## src/rtl/fft8_bitrev_reorder.sv

```systemverilog
// Ping-pong 8-point reorder buffer: natural-order samples in, bit-reversed order out.
// One bank fills while the other drains, so back-to-back frames stream out gapless.
module fft8_bitrev_reorder #(
    parameter int DATA_WIDTH = 16
) (
    input  logic                         clk,
    input  logic                         arst_n,
    input  logic                         en_in,
    input  logic                         clr_in,
    input  logic signed [DATA_WIDTH-1:0] src_data_in,
    input  logic                         src_valid_in,
    output logic signed [DATA_WIDTH-1:0] dst_data_out,
    output logic                         dst_valid_out,
    output logic                         dst_last_out
);

    logic signed [DATA_WIDTH-1:0] mem_q [2][8];

    logic [2:0]                   wr_idx_q, wr_idx_d;
    logic [2:0]                   rd_idx_q, rd_idx_d;
    logic                         wr_bank_q, wr_bank_d;
    logic                         rd_bank_q, rd_bank_d;
    logic [1:0]                   full_q, full_d;
    logic signed [DATA_WIDTH-1:0] data_q, data_d;
    logic                         valid_q, valid_d;
    logic                         last_q, last_d;
    logic                         wr_en;
    logic [2:0]                   rd_addr;

    assign rd_addr = {rd_idx_q[0], rd_idx_q[1], rd_idx_q[2]};

    always_comb begin
        wr_idx_d  = wr_idx_q;
        rd_idx_d  = rd_idx_q;
        wr_bank_d = wr_bank_q;
        rd_bank_d = rd_bank_q;
        full_d    = full_q;
        data_d    = data_q;
        valid_d   = 1'b0;
        last_d    = 1'b0;
        wr_en     = 1'b0;
        if (clr_in) begin
            wr_idx_d  = 3'd0;
            rd_idx_d  = 3'd0;
            wr_bank_d = 1'b0;
            rd_bank_d = 1'b0;
            full_d    = 2'b00;
        end else begin
            if (src_valid_in) begin
                wr_en    = 1'b1;
                wr_idx_d = wr_idx_q + 3'd1;
                if (wr_idx_q == 3'd7) begin
                    full_d[wr_bank_q] = 1'b1;
                    wr_bank_d         = ~wr_bank_q;
                end
            end
            // Write and read always target different banks, so set/clear never collide.
            if (full_q[rd_bank_q]) begin
                data_d   = mem_q[rd_bank_q][rd_addr];
                valid_d  = 1'b1;
                last_d   = (rd_idx_q == 3'd7);
                rd_idx_d = rd_idx_q + 3'd1;
                if (rd_idx_q == 3'd7) begin
                    full_d[rd_bank_q] = 1'b0;
                    rd_bank_d         = ~rd_bank_q;
                end
            end
        end
    end

    // Sample storage carries no reset; contents are only read once written.
    always_ff @(posedge clk) begin
        if (en_in && wr_en)
            mem_q[wr_bank_q][wr_idx_q] <= src_data_in;
    end

    always_ff @(posedge clk or negedge arst_n) begin
        if (!arst_n) begin
            wr_idx_q  <= 3'd0;
            rd_idx_q  <= 3'd0;
            wr_bank_q <= 1'b0;
            rd_bank_q <= 1'b0;
            full_q    <= 2'b00;
            data_q    <= '0;
            valid_q   <= 1'b0;
            last_q    <= 1'b0;
        end else if (en_in) begin
            wr_idx_q  <= wr_idx_d;
            rd_idx_q  <= rd_idx_d;
            wr_bank_q <= wr_bank_d;
            rd_bank_q <= rd_bank_d;
            full_q    <= full_d;
            data_q    <= data_d;
            valid_q   <= valid_d;
            last_q    <= last_d;
        end
    end

    assign dst_data_out  = data_q;
    assign dst_valid_out = valid_q;
    assign dst_last_out  = last_q;

endmodule

```

## config.mk

```make
export PLATFORM = sky130hd
export DESIGN_NAME = fft8_bitrev_reorder
export DESIGN_NICKNAME = d
export VERILOG_FILES = /design/src/rtl/fft8_bitrev_reorder.sv
export SDC_FILE = /design/constraint.sdc
export NUM_CORES = 1
export LEC_CHECK = 0
export ABC_AREA = 1
export CAP_MARGIN = 20
export CORE_MARGIN = 3
export CORE_UTILIZATION = 65
export DETAILED_ROUTE_END_ITERATION = 10
export PLACE_DENSITY = 0.91
export SETUP_SLACK_MARGIN = 0.1
export SYNTH_ARGS = -nofsm -noshare
export SYNTH_HDL_FRONTEND = slang
export SYNTH_SLANG_ARGS = --single-unit
```

## constraint.sdc

```tcl
create_clock -name clk -period 3.9 [get_ports clk]
set_input_delay 0.39 -clock clk [delete_from_list [all_inputs] [get_ports clk]]
set_output_delay 0.39 -clock clk [all_outputs]
set_load 0.05 [all_outputs]
```

# Yosys cells after proc, flatten, opt, wreduce, memory -nomap -nowiden

Memory sizes are Yosys's and may differ from the RTL's.
Index checks and enable logic that the tools add are counted.

Flip-flop bits (word level): 28
Bits in writable memories: 256
Input bits: 21
Output and inout bits: 18
Memories kept: 1

Add/sub/neg operators: 2
Order comparisons: 7
Eq/ne operators: 2
Mux-type cells: 35
Bitwise gates (word level): 8
Reduce and logical (&&, ||, !) cells: 13

Memories:

| memory | depth | width | read ports | clocked after memory_dff | wr ports | line | text |
|---|---|---|---|---|---|---|---|
| mem_q  | 2     | 128   | 1          | 0                        | 1        | 17   | `logic signed [DATA_WIDTH-1:0] mem_q [2][8];` |

Operator list:

| kind                  | count |
|---|---|
| $mux W128             | 1 |
| $bmux W16 S3          | 1 |
| $demux W16 S3         | 1 |
| $mux W16              | 3 |
| $mux W1               | 17 |
| $mux W2               | 6 |
| $mux W3               | 4 |
| $reduce_and A3 Y1     | 3 |
| $ge A4 B4 Y1 const B  | 2 |
| $not A3 Y4            | 2 |
| $reduce_bool A2 Y1    | 4 |
| $add A3 B1 Y3 const B | 2 |
| $eq A3 B3 Y1 const B  | 2 |
| $logic_and A1 B1 Y1   | 4 |
| $lt A1 B2 Y1 const B  | 2 |
| $lt A4 B1 Y1 const B  | 1 |
| $reduce_and A2 Y1     | 2 |
| $not A1 Y1            | 3 |
| $and A2 B2 Y2         | 1 |
| $demux W1 S1          | 2 |
| $ge A1 B1 Y1 const B  | 2 |
| $not A2 Y2            | 1 |
| $or A2 B2 Y2          | 1 |

# Logic depth before layout (Yosys ltp)

Word-level depth: 12
Mapped depth: 12
Gate-level depth less buffers: 9

# Worst setup path after synthesis

No wires, ideal clock.

Kind: in2reg
Start point: in clr_in
End point: mem mem_q[0][112] in the netlist's numbering (enable)
Setup time: 0.409 ns
Data arrival time: 2.079 ns
Required time: 3.491 ns
Slack: 1.411 ns
Cell stages on the path: 7
Path buffers: 0
Path through: inv_1 > nand2_1 > nor2_2 > inv_1 > nor2_1 > inv_2 > nor3_1

Word-level cells in the longest chain between the ends: 4

RTL lines:

| what                            | line | text |
|---|---|---|
| start, declared                 | 9    | `input logic clr_in,` |
| $mux W1                         | 42   | `if (clr_in) begin` |
| $logic_and A1 B1 Y1             | 73   | `if (en_in && wr_en)` |
| $mux W1                         | 73   |  |
| $mux W128 (implied by the code) | 74   | `mem_q[wr_bank_q][wr_idx_q] <= src_data_in;` |
| end, declared                   | 17   |  |

No other way between the ends.

# Final worst setup path

Start point: reg rd_bank_q
End point: reg data_q[7], in the netlist dst_data_out[7]

Word-level cells in the longest chain between the ends: 4
Elaborated cells between the ends (all ways): 7

RTL lines:

| what                                        | line | text |
|---|---|---|
| start, declared                             | 22   | `logic rd_bank_q, rd_bank_d;` |
| start signal, assigned                      | 91   | `rd_bank_q <= rd_bank_d;` |
| $mem_v2 Z2 W128                             | --   |  |
| $bmux W16 S3                                | 59   | `data_d = mem_q[rd_bank_q][rd_addr];` |
| $mux W16 (implied by the code) (2 in a row) | 59   |  |
| end signal, assigned                        | 93   | `data_q <= data_d;` |
| end, declared                               | 24   | `logic signed [DATA_WIDTH-1:0] data_q, data_d;` |

Several ways; a longest one is shown, not always the timed one. The select of a mux whose other input is x is not followed.
A chain may end at the register's enable or synchronous reset.

==> metrics.md <==
| Metric | Value |
|---|---|
| Slowest-stage cell, CP | buf_4 |
| Layout fillers | 1016 |
| Slew Limit Fails | 0 |
| Worst Setup SP | rd_bank_q |
| Layout overhead on the synthesized area | 11.9% |
| Arrival @ worst endpoint | 3.24 ns |
| Yosys warns | 0 |
| Highest clock rate | 357 MHz |
| Vias per Instance | 5.98 |
| PnR worst setup slack | 1.10 ns |
| Die Wd | 143 um |
| Sum Neg Setup Slack | 0 ns |
| Most common cell after layout, fill and taps aside | nand2_1 |
| P_leak | 5.87 nW |
| CP endpoint kind | register |
| WHS | 0.238 ns |
| CTS tree | built |
| Synth area leader | edfxtp_1 |
| Tot GR Track Use | 30.5% |
| Commonest cells after routing, fill and taps aside | nand2_1, edfxtp_1, inv_1 |
| Initial antenna violation count | 0 |
| Post-Syn Instances | 1180 |
| Post-cts resize count | 0 |
| Reg2Reg Depth | 9 |
| Finished layout cell area | 13700 um2 |
| Post-cts hold buffer count | 0 |
| Yosys cell types | 24 |
| Synthesized net count | 1205 |
| Seq pwr share | 50.6% |
| Primary FF master, synth | edfxtp_1 |
| Max Cap Violations | 0 |
| Wire per inst | 20.8 um |
| Largest net degree at the start of global routing | 77 |
| Total core area | 18200 um2 |
| FFs w/ async S/R, synth | 9.86% |
| Post-DRT Antenna Nets | 0 |
| Switching power total | 0.00169 W |
| Layout cells sized above 1 | 7.04% |
| Slew margin rel. | 29.4% |
| WS Path Type | register to register |
| Final #Nets | 1242 |
| PortBufs | 38 |
| Clock transition at path regs | 0.06 ns |
| First-pass GRT wire length | 47100 um |
| Syn Std Cell Area | 12200 um2 |
| Clock root buffer | clkbuf_16 |
| Pre-CTS setup slack | 1.06 ns |
| Slew @ Worst Pin | 1.06 ns |
| Count of final setup violators | 0 |
| Detail Placement HPWL | 18200 um |
| Tcrit/Tclk final | 71.9% |
| Clk sinks | 284 |
| Cts bufs inserted | 28 |
| DRC Markers | 0 |
| Worst skew pair latency | 0.54 ns |
| H-tree Lvls | 1 |
| First drt pass iteration count | 7 |
| Grt total ovfl | 0 |
| Seq/Total Area, Yosys | 68.5% |
| Num rows | 49 |
| Number of flops mapped to enable cells by yosys | 256 |
| Worst path buffer plus inverter count | 2 |
| Post-CTS setup buffer count | 0 |
| Worst hold path class | primary input to asynchronous set/reset pin |
| Req. time, crit path | 4.34 ns |
| Antenna Cells | 0 |
| Critical path cell sequence | buf_4 > buf_4 > nand2_1 > nand3_1 > nand3_1 > nand3_1 > nand2_1 > nand2_1 > nand2_1 |
| Cell Int Power | 0.00505 W |
| Ports | 39 |
| Initial core utilization | 67.2% |
| Area contributors post-synth | edfxtp_1, nand2_1, nand3_1 |
| Switching Fraction | 25.0% |
| Minimum clock period | 2.80 ns |
| Die area | 20500 um2 |
| Die Y | 143 um |
| RSZ-0062 raised after global routing | false |
| R2r endpoint | dst_data_out[7] |
| Power Total | 0.00673 W |
| 1st-iter DRT viols | 1500 |
| WL final | 30500 um |
| Largest stage delay on the critical path | 0.77 ns |
| Yosys top cell area share | 62.8% |
| Worst vdd ir | 0.422 mV |
| Outcome | finished, final reports clean |
| Syn avg cell area | 10.4 um2 |
| Clock buffer depth | 3 |
| Routability congestion estimate | 0.928 |
| Max FO, Critical Path | 76 |
| Post-DP Area | 12800 um2 |
| Clk pwr share | 38.0% |
| FF+latch count, synth | 284 |
| Pwr Density | 492 nW/um2 |
| FF-to-FF setup slack | 1.10 ns |
| Critical R2R Launch | rd_bank_q |
| Comb pwr share | 11.4% |
| Most used cell, CP | nand2_1 |
| Routed vias | 8767 |
| Final Hold Fails | 0 |
| Clk_skew | 0.0117 ns |
| Vias in the first global route | 8574 |
| Crit path max-delay family | buffers and inverters |
| Startpoint types | register |
per-layer routing:
layer  GRT usage (%)  share of wire [%]  wire length, um
met4            13.3                4.9             1500
met3            6.53                 12             3680
met1            39.2                 34            10300
met5               0                  0                0
met2            50.8                 49            15000
metrics by stage:
stage / cells / utilization, %
2_1_floorplan: 1180 / -
3_3_place_gp: 1415 / 70.3
3_5_place_dp: 1416 / 70.5
4_1_cts: 1465 / 75.2
5_1_grt: 1465 / 75.2
6_report: 1465 / 75.2
how the worst max path moves through the flow:
| stage | cells after the start | endpoint |
|---|---|---|
| 3_5_place_dp | 7 | mem_q[0][17] |
| 6_report | 9 | dst_data_out[7] |
| 4_1_cts | 9 | dst_data_out[7] |
| 2_1_floorplan | 7 | mem_q[0][112] |
| 3_3_place_gp | 7 | mem_q[0][17] |
| 5_1_grt | 9 | dst_data_out[7] |
synth_stat cells (9+ instances only):
master / instances
buf_2: 23
buf_6: 13
clkbuf_1: 9
dfrtp_1: 28
edfxtp_1: 256
inv_1: 196
nand2_1: 394
nand3_1: 191
nor2_1: 12
nor3_1: 14
o21ai_0: 18
worst register-to-register path: cells and delay by family (launching register included):
kind | cells | cell delay (ns)
DFF | 1 | 0.42
buffers and inverters | 2 | 1.33
and+or+nand+nor | 7 | 0.93
sequential cells by signal, indices dropped and copies added, names as in the netlist:
register,cells
dst_valid_out,1
dst_last_out,1
wr_idx_q,3
wr_bank_q,1
rd_bank_q,1
full_q,2
mem_q,256
rd_idx_q,3
dst_data_out,16
kinds of logic after synthesis:
| kind of cell | count (synthesis) | synth area share [%] |
|---|---|---|
| flip-flops | 284 | 68.5 |
| AND/OR/NAND/NOR | 612 | 20.9 |
| buffers and inverters | 257 | 9.18 |
| adder cells (fa/ha/maj) | 4 | 0.409 |
| AO/OA/AOI/OAI | 23 | 1.02 |
layout make-up:
cell class	count	area, um2	share of cell area, %
timing repair buffer	63	588	4.29
clock inverter	11	76.3	0.557
tap	229	287	2.09
inverter	201	757	5.53
multi-input combinational	639	2810	20.5
clock buffer	38	790	5.76
sequential	284	8390	61.3
power groups by stage:
stage | clock network [W] | logic (W) | registers, W
global placement | 0 | 0.000728 | 0.00347
floorplan | 0 | 0.000411 | 0.00358
finish | 0.00256 | 0.000767 | 0.00341
global route | 0.00270 | 0.000831 | 0.00341
detailed placement | 0 | 0.000748 | 0.00347
CTS | 0.00257 | 0.000759 | 0.00341
No activity file was read; power rests on OpenSTA's default activity.
